### src/rtl/sweep_peak_pkg.sv
// Shared types and default widths for the sweep peak detector.
// Imported by the tracker and the top level.
package sweep_peak_pkg;

  localparam int SWEEP_W = 18;
  localparam int DATA_W  = 16;
  localparam int HOLD_W  = 16;
  localparam int CNT_W   = 16;

  typedef enum logic [1:0] {
    IDLE,
    ARM,
    UP,
    DOWN
  } state_t;

endpackage

### src/rtl/sweep_peak_detect_tracker.sv
// Running extremum (max or min) of eligible samples in a segment.
// restart_i drops the old segment; the same-cycle sample may seed it.
module sweep_extremum_tracker
  import sweep_peak_pkg::*;
#(
  parameter bit IS_MAX = 1'b1,
  parameter int DW     = DATA_W,
  parameter int PW     = SWEEP_W
) (
  input  logic                 clk_i,
  input  logic                 rst_n_i,
  input  logic                 restart_i,
  input  logic                 en_i,
  input  logic signed [DW-1:0] val_i,
  input  logic signed [PW-1:0] pos_i,
  output logic signed [DW-1:0] val_o,
  output logic signed [PW-1:0] pos_o,
  output logic                 seen_o
);

  logic                 seen_q, seen_d;
  logic signed [DW-1:0] val_q, val_d;
  logic signed [PW-1:0] pos_q, pos_d;
  logic                 base, better, take;

  // Strictly better sample or first eligible one replaces the record.
  always_comb begin
    base   = restart_i ? 1'b0 : seen_q;
    better = IS_MAX ? (val_i > val_q) : (val_i < val_q);
    take   = en_i && (!base || better);
    seen_d = take || base;
    val_d  = take ? val_i : val_q;
    pos_d  = take ? pos_i : pos_q;
  end

  // Record registers.
  always_ff @(posedge clk_i) begin
    if (!rst_n_i) begin
      seen_q <= 1'b0;
      val_q  <= '0;
      pos_q  <= '0;
    end else begin
      seen_q <= seen_d;
      val_q  <= val_d;
      pos_q  <= pos_d;
    end
  end

  assign val_o  = val_q;
  assign pos_o  = pos_q;
  assign seen_o = seen_q;

endmodule

### src/rtl/sweep_peak_detect.sv
// Per-segment peak detector for a triangle sweep.
// Define SWEEP_PEAK_MIN_EN to add the minimum tracker.
module sweep_peak_detect
  import sweep_peak_pkg::*;
#(
  parameter int SWEEP_SIZE = SWEEP_W,
  parameter int DATA_SIZE  = DATA_W
) (
  input  logic                         clk_in,
  input  logic                         rst_n_in,
  input  logic                         on_in,
  input  logic signed [SWEEP_SIZE-1:0] sweep_in,
  input  logic signed [DATA_SIZE-1:0]  data_in,
  input  logic        [HOLD_W-1:0]     holdoff_in,
  output logic signed [DATA_SIZE-1:0]  peak_val_out,
  output logic signed [SWEEP_SIZE-1:0] peak_pos_out,
  output logic signed [DATA_SIZE-1:0]  min_val_out,
  output logic signed [SWEEP_SIZE-1:0] min_pos_out,
  output logic                         dir_out,
  output logic                         empty_out,
  output logic                         valid_out,
  output logic        [CNT_W-1:0]      seg_count_out
);

  state_t                      state_q;
  logic signed [SWEEP_SIZE-1:0] sweep_s1_q, sweep_prev_q;
  logic signed [DATA_SIZE-1:0]  data_s1_q;
  logic        [HOLD_W-1:0]     hold_q, hold_d;
  logic signed [DATA_SIZE-1:0]  peak_val_q;
  logic signed [SWEEP_SIZE-1:0] peak_pos_q;
  logic                         dir_q, empty_q, valid_q;
  logic        [CNT_W-1:0]      cnt_q;

  logic rise, fall, active, turn, elig;
  logic restart, en;
  logic signed [DATA_SIZE-1:0]  max_val;
  logic signed [SWEEP_SIZE-1:0] max_pos;
  logic                         max_seen;

  // Direction, turnaround and sample eligibility from the S1 stage.
  always_comb begin
    rise    = sweep_s1_q > sweep_prev_q;
    fall    = sweep_s1_q < sweep_prev_q;
    active  = on_in && (state_q != IDLE);
    turn    = on_in && (((state_q == UP) && fall) ||
                        ((state_q == DOWN) && rise));
    elig    = turn ? (holdoff_in == '0) : (hold_q == '0);
    restart = !active || turn;
    en      = active && elig;
    hold_d  = '0;
    if (active && (state_q != ARM)) begin
      if (turn)
        hold_d = (holdoff_in == '0) ? '0 : holdoff_in - 1'b1;
      else if (hold_q != '0)
        hold_d = hold_q - 1'b1;
    end
  end

  // S1 sample stage and holdoff counter.
  always_ff @(posedge clk_in) begin
    if (!rst_n_in) begin
      sweep_s1_q   <= '0;
      sweep_prev_q <= '0;
      data_s1_q    <= '0;
      hold_q       <= '0;
    end else begin
      sweep_s1_q   <= sweep_in;
      sweep_prev_q <= sweep_s1_q;
      data_s1_q    <= data_in;
      hold_q       <= hold_d;
    end
  end

  sweep_extremum_tracker #(
    .IS_MAX(1'b1),
    .DW    (DATA_SIZE),
    .PW    (SWEEP_SIZE)
  ) u_max (
    .clk_i    (clk_in),
    .rst_n_i  (rst_n_in),
    .restart_i(restart),
    .en_i     (en),
    .val_i    (data_s1_q),
    .pos_i    (sweep_s1_q),
    .val_o    (max_val),
    .pos_o    (max_pos),
    .seen_o   (max_seen)
  );

  // Segment FSM with registered results, published on turnaround.
  always_ff @(posedge clk_in) begin
    if (!rst_n_in) begin
      state_q    <= IDLE;
      peak_val_q <= '0;
      peak_pos_q <= '0;
      dir_q      <= 1'b0;
      empty_q    <= 1'b0;
      valid_q    <= 1'b0;
      cnt_q      <= '0;
    end else begin
      valid_q <= 1'b0;
      if (!on_in) begin
        state_q <= IDLE;
      end else begin
        unique case (state_q)
          IDLE: state_q <= ARM;
          ARM: begin
            if (rise)      state_q <= UP;
            else if (fall) state_q <= DOWN;
          end
          UP:      if (fall) state_q <= DOWN;
          DOWN:    if (rise) state_q <= UP;
          default: state_q <= IDLE;
        endcase
      end
      if (turn) begin
        valid_q <= 1'b1;
        dir_q   <= (state_q == DOWN);
        empty_q <= !max_seen;
        cnt_q   <= cnt_q + 1'b1;
        if (max_seen) begin
          peak_val_q <= max_val;
          peak_pos_q <= max_pos;
        end
      end
    end
  end

`ifdef SWEEP_PEAK_MIN_EN
  logic signed [DATA_SIZE-1:0]  min_val, min_val_q;
  logic signed [SWEEP_SIZE-1:0] min_pos, min_pos_q;
  logic                         min_seen;

  sweep_extremum_tracker #(
    .IS_MAX(1'b0),
    .DW    (DATA_SIZE),
    .PW    (SWEEP_SIZE)
  ) u_min (
    .clk_i    (clk_in),
    .rst_n_i  (rst_n_in),
    .restart_i(restart),
    .en_i     (en),
    .val_i    (data_s1_q),
    .pos_i    (sweep_s1_q),
    .val_o    (min_val),
    .pos_o    (min_pos),
    .seen_o   (min_seen)
  );

  // Minimum result registers, same publish rule as the peak.
  always_ff @(posedge clk_in) begin
    if (!rst_n_in) begin
      min_val_q <= '0;
      min_pos_q <= '0;
    end else if (turn && min_seen) begin
      min_val_q <= min_val;
      min_pos_q <= min_pos;
    end
  end

  assign min_val_out = min_val_q;
  assign min_pos_out = min_pos_q;
`else
  assign min_val_out = '0;
  assign min_pos_out = '0;
`endif

  assign peak_val_out  = peak_val_q;
  assign peak_pos_out  = peak_pos_q;
  assign dir_out       = dir_q;
  assign empty_out     = empty_q;
  assign valid_out     = valid_q;
  assign seg_count_out = cnt_q;

endmodule

### config.mk
export PLATFORM = sky130hd
export DESIGN_NAME = sweep_peak_detect
export DESIGN_NICKNAME = d
export VERILOG_FILES = /design/src/rtl/sweep_peak_pkg.sv /design/src/rtl/sweep_peak_detect_tracker.sv /design/src/rtl/sweep_peak_detect.sv
export SDC_FILE = /design/constraint.sdc
export NUM_CORES = 1
export LEC_CHECK = 0
export BUFFER_PORTS_ARGS = -buffer_cell sky130_fd_sc_hd__buf_4
export CORE_MARGIN = 4
export CORE_UTILIZATION = 41
export CTS_BUF_LIST = sky130_fd_sc_hd__clkbuf_4 sky130_fd_sc_hd__clkbuf_8
export CTS_CLUSTER_DIAMETER = 50
export DETAILED_ROUTE_END_ITERATION = 10
export GPL_ROUTABILITY_DRIVEN = 0
export RECOVER_POWER = 50
export SYNTH_ARGS = -nofsm -noshare
export SYNTH_HDL_FRONTEND = slang
export SYNTH_SLANG_ARGS = --single-unit
export TNS_END_PERCENT = 100
### constraint.sdc
create_clock -name clk_in -period 2.94 [get_ports clk_in]
set_input_delay 0.441 -clock clk_in [delete_from_list [all_inputs] [get_ports clk_in]]
set_output_delay 0.441 -clock clk_in [all_outputs]
set_load 0.02 [all_outputs]
==> results of run 1 <==
-- routing by layer --
layer  track usage  routed length [µm]
met5             0                   0
met4        0.0455                 208
met3        0.0377                 667
met2         0.238                6790
met1         0.205                7360
-- placed cells by master (no fill, tap or decap), drive strengths merged, types with 2 or more instances in the layout --
master,Yosys,final
dfxtp,158,158
conb,1,34
nor2,62,62
o21a,4,4
nor2b,2,2
nand2,93,93
inv,63,69
clkinvlp,0,4
nand2b,12,12
nor3,27,27
buf,43,68
o211a,2,2
mux2i,75,75
xnor2,24,24
ha,37,37
clkbuf,21,75
or4,7,7
and2,39,39
nand3,13,13
a211o,3,3
a21oi,22,22
o32a,14,14
or3,5,5
o31ai,2,2
nand4,10,10
o211ai,4,4
clkinv,1,3
xor2,7,7
o21ai,12,12
a211oi,3,3
and3,5,5
nor4,7,7
-- flip-flops by register name (all words and copies together), names as in the netlist --
signal,cells
sweep_prev_q,18
empty_out,1
u_max.val_o,16
u_max.seen_o,1
peak_val_out,16
hold_q,16
u_max.pos_o,18
sweep_s1_q,18
valid_out,1
dir_out,1
data_s1_q,16
peak_pos_out,18
state_q,2
seg_count_out,16
-- where the power goes --
group / internal (mW) / leakage [nW] / total, mW / switching [mW]
Combinational: 0.178 / 2.04 / 0.420 / 0.242
Clock: 0.720 / 0.187 / 1.57 / 0.849
Sequential: 2.19 / 1.29 / 2.22 / 0.0307
-- per-stage QoR --
step | setup slack [ns] | cell area, µm² | setup TNS [ns] | util
after floorplan | 0.204 | 7430 | 0 | -
after global placement | -0.0207 | 8240 | -0.299 | 0.475
final | 0.166 | 8440 | 0 | 0.486
after CTS | 0.0906 | 8640 | 0 | 0.498
after detailed placement | -0.0362 | 8240 | -0.467 | 0.475
after global routing | 0.0172 | 8440 | 0 | 0.486
-- kinds of logic after synthesis --
logic type | Yosys count | share of synthesized area
xor+xnor | 31 | 0.0371
other cells | 1 | 0.000513
flops | 158 | 0.433
compound gates | 80 | 0.0803
buf+inv | 131 | 0.0934
mux | 76 | 0.104
fa+ha+maj | 37 | 0.0633
simple gates | 285 | 0.188
-- worst paths after layout --
path                             from                           to  slack [ns]  cells after the start
max          sweep_s1_q[7]$_SDFF_PN0_  u_max.val_o[2]$_SDFFE_PN0P_        0.17                      8
max reg2reg  sweep_s1_q[7]$_SDFF_PN0_  u_max.val_o[2]$_SDFFE_PN0P_        0.17                      8
min                       sweep_in[3]     sweep_s1_q[3]$_SDFF_PN0_        0.19                      2
min reg2reg  sweep_s1_q[0]$_SDFF_PN0_   sweep_prev_q[0]$_SDFF_PN0_        0.45                      2
-- final cells by class --
cell class / instances / share of cell area
sequential: 158 / 0.375
clock inverter: 13 / 0.0156
tap: 225 / 0.0333
clock buffer: 19 / 0.0302
timing repair buffer: 124 / 0.0885
inverter: 64 / 0.0285
multi-input combinational: 543 / 0.429
-- critical path: stages (launching register included) --
cell,delay [ns]
dfxtp_1,0.34
ha_1,0.31
a211o_1,0.29
a21oi_1,0.17
o211ai_1,0.24
mux2_2,0.36
a21oi_2,0.09
o41a_4,0.66
mux2i_1,0.23
-- timing repair --
action                                  in CTS  in global routing
gates cloned                                 0                  0
gates resized for setup                      1                  3
endpoints found under the setup margin       9                 36
==> metrics.cfg, run 1 <==
[status]
outcome=completed

[sta]
period_minus_slack_ns=2.77
worst_pin_slew_ns=1.46
hold_viol=0
finalCritPeriodShare=0.943
maxSlewViolCount=0
finalSetupViolCount=0
slew_headroom=0.0272
hold_slack_ns=0.192
fmax_mhz=361
fin_worst_skew_ns=0.0128
rsz0062_at_grt=false

[global_route]
grt_use_total=0.151
grt_pass1_vias=5132
antenna_found_initial=0
grt_max_degree=51
grt_pass1_wl_um=25000
grt_overflow=0

[synthesis]
ys_seq_area_frac=0.433
synth_area_um2=7310
yosysMostFrequentCell=dfxtp_1
synth_seq_cells=158
synth_top_area_cell=dfxtp_1
async_reset_ff_frac=0
yosys-top-cells-area=dfxtp_1 (43%), mux2i_1 (10%), ha_1 (6.3%), nand2_1 (4.7%), buf_4 (3.5%)
syn_area_per_cell_um2=9.15
synth-main-ff-cell=dfxtp_1
synth_top_area_share=0.433
synth_cell_types=58
synth_common_cells=dfxtp_1 (158), nand2_1 (91), mux2i_1 (75), inv_1 (63), nor2_1 (62)
syn_inst=799
synth_warnings=0
synth-edff-count=0

[die]
pin_count=140
die_w_um=142
coreArea_um2=17400
die-area_um2=20000
row_count=48
initial_utilization=0.421
fp.dieH_um=142

[cells_and_area]
final_nets=998
multi_input_area_um2=3620
area_growth_pct=15.5
antennaDiodeCount=0
final.fill_count=1723
seqCellArea_um2=3160
drive_above_1_share=0.129
final_cell_count_no_fill=1146

[routing]
vias=5447
ant_nets=0
dr.first_iter.drc_count=208
wl_per_cell_um=13.1
drt_first_pass_iters=4
wirelength_um=15000
drc=0
via_per_inst=4.75

[power_and_ir_drop]
p_leak_nw=3.51
irDropWorstVdd_v=0.000289
finalPower_mw=4.21
powerDensity_nw_per_um2=498

[clock_network]
cts_tree=yes
root_buffer=clkbuf_8
hold_buffers=0
insertion_delay_ns=0.45
cts_sinks=158
cts_buffers=17
clk_pin_slew_ns=0.09
htree_levels=4
clockBufferDepth=2
cts_setup_buffers=0

[critical_path]
arrival_ns=3.14
required_ns=3.30
crit_fanout=16
startpoint_type=flip-flop
crit_type=flip-flop to flip-flop
cp-end-kind=flip-flop

[job]
cap_viol_max_count=0

[place]
place_inst=1114
io_buffer_count=105
place_hpwl_um=10700

[min_path]
hold_path.class=input pin to flip-flop

(Power assumes the default switching activity.)
==> run 2: changes to the inputs <==
Settings changed: BUFFER_PORTS_ARGS -buffer_cell sky130_fd_sc_hd__buf_4 to unset, DONT_BUFFER_PORTS set to 1, SLEW_MARGIN set to 10.
==> run 2 against run 1 <==
First-iteration DRC count is 10% higher. Combinational power is 15% lower. Register-to-register slack hardly changed. Clock skew is 0.0045 ns higher. Hold slack worse by 0.089 ns. Sequential share of layout area is 2.0 points higher. Via count is 6.9% lower. Sequential power hardly changed. Cell area is 5.2% lower. Sequential cell count stayed put. Critical endpoint is now u_max.pos_o[14]$_SDFFE_PN0P_. Largest cell class unchanged. Highest routed layer unchanged.
==> metrics.cfg, run 2 (synthesis gave the netlist of run 1 again) <==
[die]
fp.dieH_um=142  ; unchanged
row_count=48  ; unchanged
pin_count=140  ; unchanged
coreArea_um2=17400  ; unchanged
die_w_um=142  ; unchanged
initial_utilization=0.421  ; unchanged
die-area_um2=20000  ; unchanged

[critical_path]
critPathSlowestCell=or4_1
max_stage_delay_ns=0.53  ; -0.13 ns
cp-end-kind=flip-flop
required_ns=3.32  ; +0.02 ns
crit_chain=ha_1 -> nand4_1 -> nor3_2 -> or4_1 -> mux2_2 -> a211o_4 -> o31ai_4 -> buf_4 -> clkbuf_16 -> mux2i_1
crit_fanout=8  ; -8
reg2reg_depth=10  ; +2
crit_type=flip-flop to flip-flop
startpoint_type=flip-flop
arrival_ns=3.15  ; about the same

[clock_network]
insertion_delay_ns=0.46  ; about the same
clockBufferDepth=2  ; unchanged
cts_tree=yes
cts_sinks=158  ; unchanged
root_buffer=clkbuf_8
htree_levels=4  ; unchanged
hold_buffers=0  ; unchanged
cts_buffers=17  ; unchanged
clk_pin_slew_ns=0.09  ; about the same

[global_route]
grt_pass1_wl_um=24300  ; -2.7%
grt_max_degree=116  ; +130%
grt_use_total=0.150  ; -0.000500
grt_pass1_vias=4812  ; -6.2%
grt_overflow=0  ; unchanged
antenna_found_initial=0  ; unchanged

[routing]
dr.first_iter.drc_count=229  ; +10%
drt_first_pass_iters=4  ; unchanged
wirelength_um=14900  ; -0.91%
ant_nets=0  ; unchanged
wl_per_cell_um=14.3  ; +8.9%
via_per_inst=4.86  ; +2.3%
vias=5070  ; -6.9%
drc=0  ; unchanged

[power_and_ir_drop]
p_leak_nw=3.28  ; -6.7%
powerDensity_nw_per_um2=536  ; +7.5%
irDropWorstVdd_v=0.000315  ; +9.2%

[min_path]
whs_path_depth=1  ; -1
hold_path.class=input pin to flip-flop

[cells_and_area]
antennaDiodeCount=0  ; unchanged
drive_above_1_share=0.0892  ; -0.0400
final_util=0.461  ; -0.0251
final_nets=895  ; -10%
final_common_cell=dfxtp_1
area_growth_pct=9.53
layout_common_cells=dfxtp_1 (158), nand2_1 (91), mux2i_1 (75)

[sta]
maxSlewViolCount=0  ; unchanged
finalSetupViolCount=0  ; unchanged
finalCritPeriodShare=0.943  ; about the same
fin_worst_skew_ns=0.0173  ; +0.00453 ns
fmax_mhz=361  ; about the same
setup_tns_ns=0  ; unchanged
hold_viol=0  ; unchanged
period_minus_slack_ns=2.77  ; -0.000352 ns

[place]
io_buffer_count=0  ; -100%
place_hpwl_um=10400  ; -2.9%

[status]
outcome=completed

[job]
cap_viol_max_count=0  ; unchanged

## run 2: changes by cell type in the layout (fill, tap and decap cells not counted), moves of 2 or more
cell and change:
and2_1 +7, buf_4 -51, buf_12 +3, clkbuf_1 -55
clkbuf_8 +2, and2_0 -7
## run 2: stage by stage
stage	power [mW]	setup slack (ns)	std cells	area [µm²]	hold slack, ns
3_3_place_gp	2.61	0.0811	1007	7480	0.448
6_report	4.29	0.167	1043	8010	0.103
5_1_grt	4.50	-0.00891	1043	8010	0.0662
3_5_place_dp	2.61	0.0488	1007	7480	0.452
2_1_floorplan	2.58	0.204	832	7430	0.428
4_1_cts	4.34	0.0124	1039	7900	0.0708
## run 2: repair_timing
action                                  in CTS  in global routing
resized for setup                            0                  8
setup buffers                                0                  3
endpoints found under the setup margin       0                 64
hold endpoints to repair                     0                  0
## run 2: final timing paths
kind	from	end	slack (ns)
max	sweep_s1_q[15]$_SDFF_PN0_	u_max.pos_o[14]$_SDFFE_PN0P_	0.17
max reg2reg	sweep_s1_q[15]$_SDFF_PN0_	u_max.pos_o[14]$_SDFFE_PN0P_	0.17
min	sweep_in[0]	sweep_s1_q[0]$_SDFF_PN0_	0.10
min reg2reg	sweep_s1_q[7]$_SDFF_PN0_	sweep_prev_q[7]$_SDFF_PN0_	0.46
## run 2: power by group
part	internal, mW	leakage (nW)	switching [mW]
Clock	0.846	0.207	0.868
Sequential	2.19	1.29	0.0316
Combinational	0.148	1.78	0.208
Total	3.18	3.28	1.11
## run 2: area by class of cell
type	instances	area [µm²]
Multi-Input combinational cell	543	3660
Sequential cell	158	3160
Clock buffer	20	275
Inverter	64	240
Timing Repair Buffer	21	238
Tap cell	225	282
Fill cell	1706	9350
Clock inverter	12	149
## run 2: metal layers
layer	wire [µm]	global-route usage	part of all wire
met4	146	0.0485	0.0098
met5	0	0	0
met3	1060	0.0492	0.071
met2	6700	0.236	0.45
met1	6990	0.196	0.47
## run 2: critical path, delay by kind of cell (launching register included)
| kind | cells | cell delay (ns) |
|---|---|---|
| fa+ha+maj | 1 | 0.31 |
| flops | 1 | 0.33 |
| compound gates | 2 | 0.44 |
| simple gates | 3 | 0.76 |
| mux | 2 | 0.54 |
| buf+inv | 2 | 0.33 |
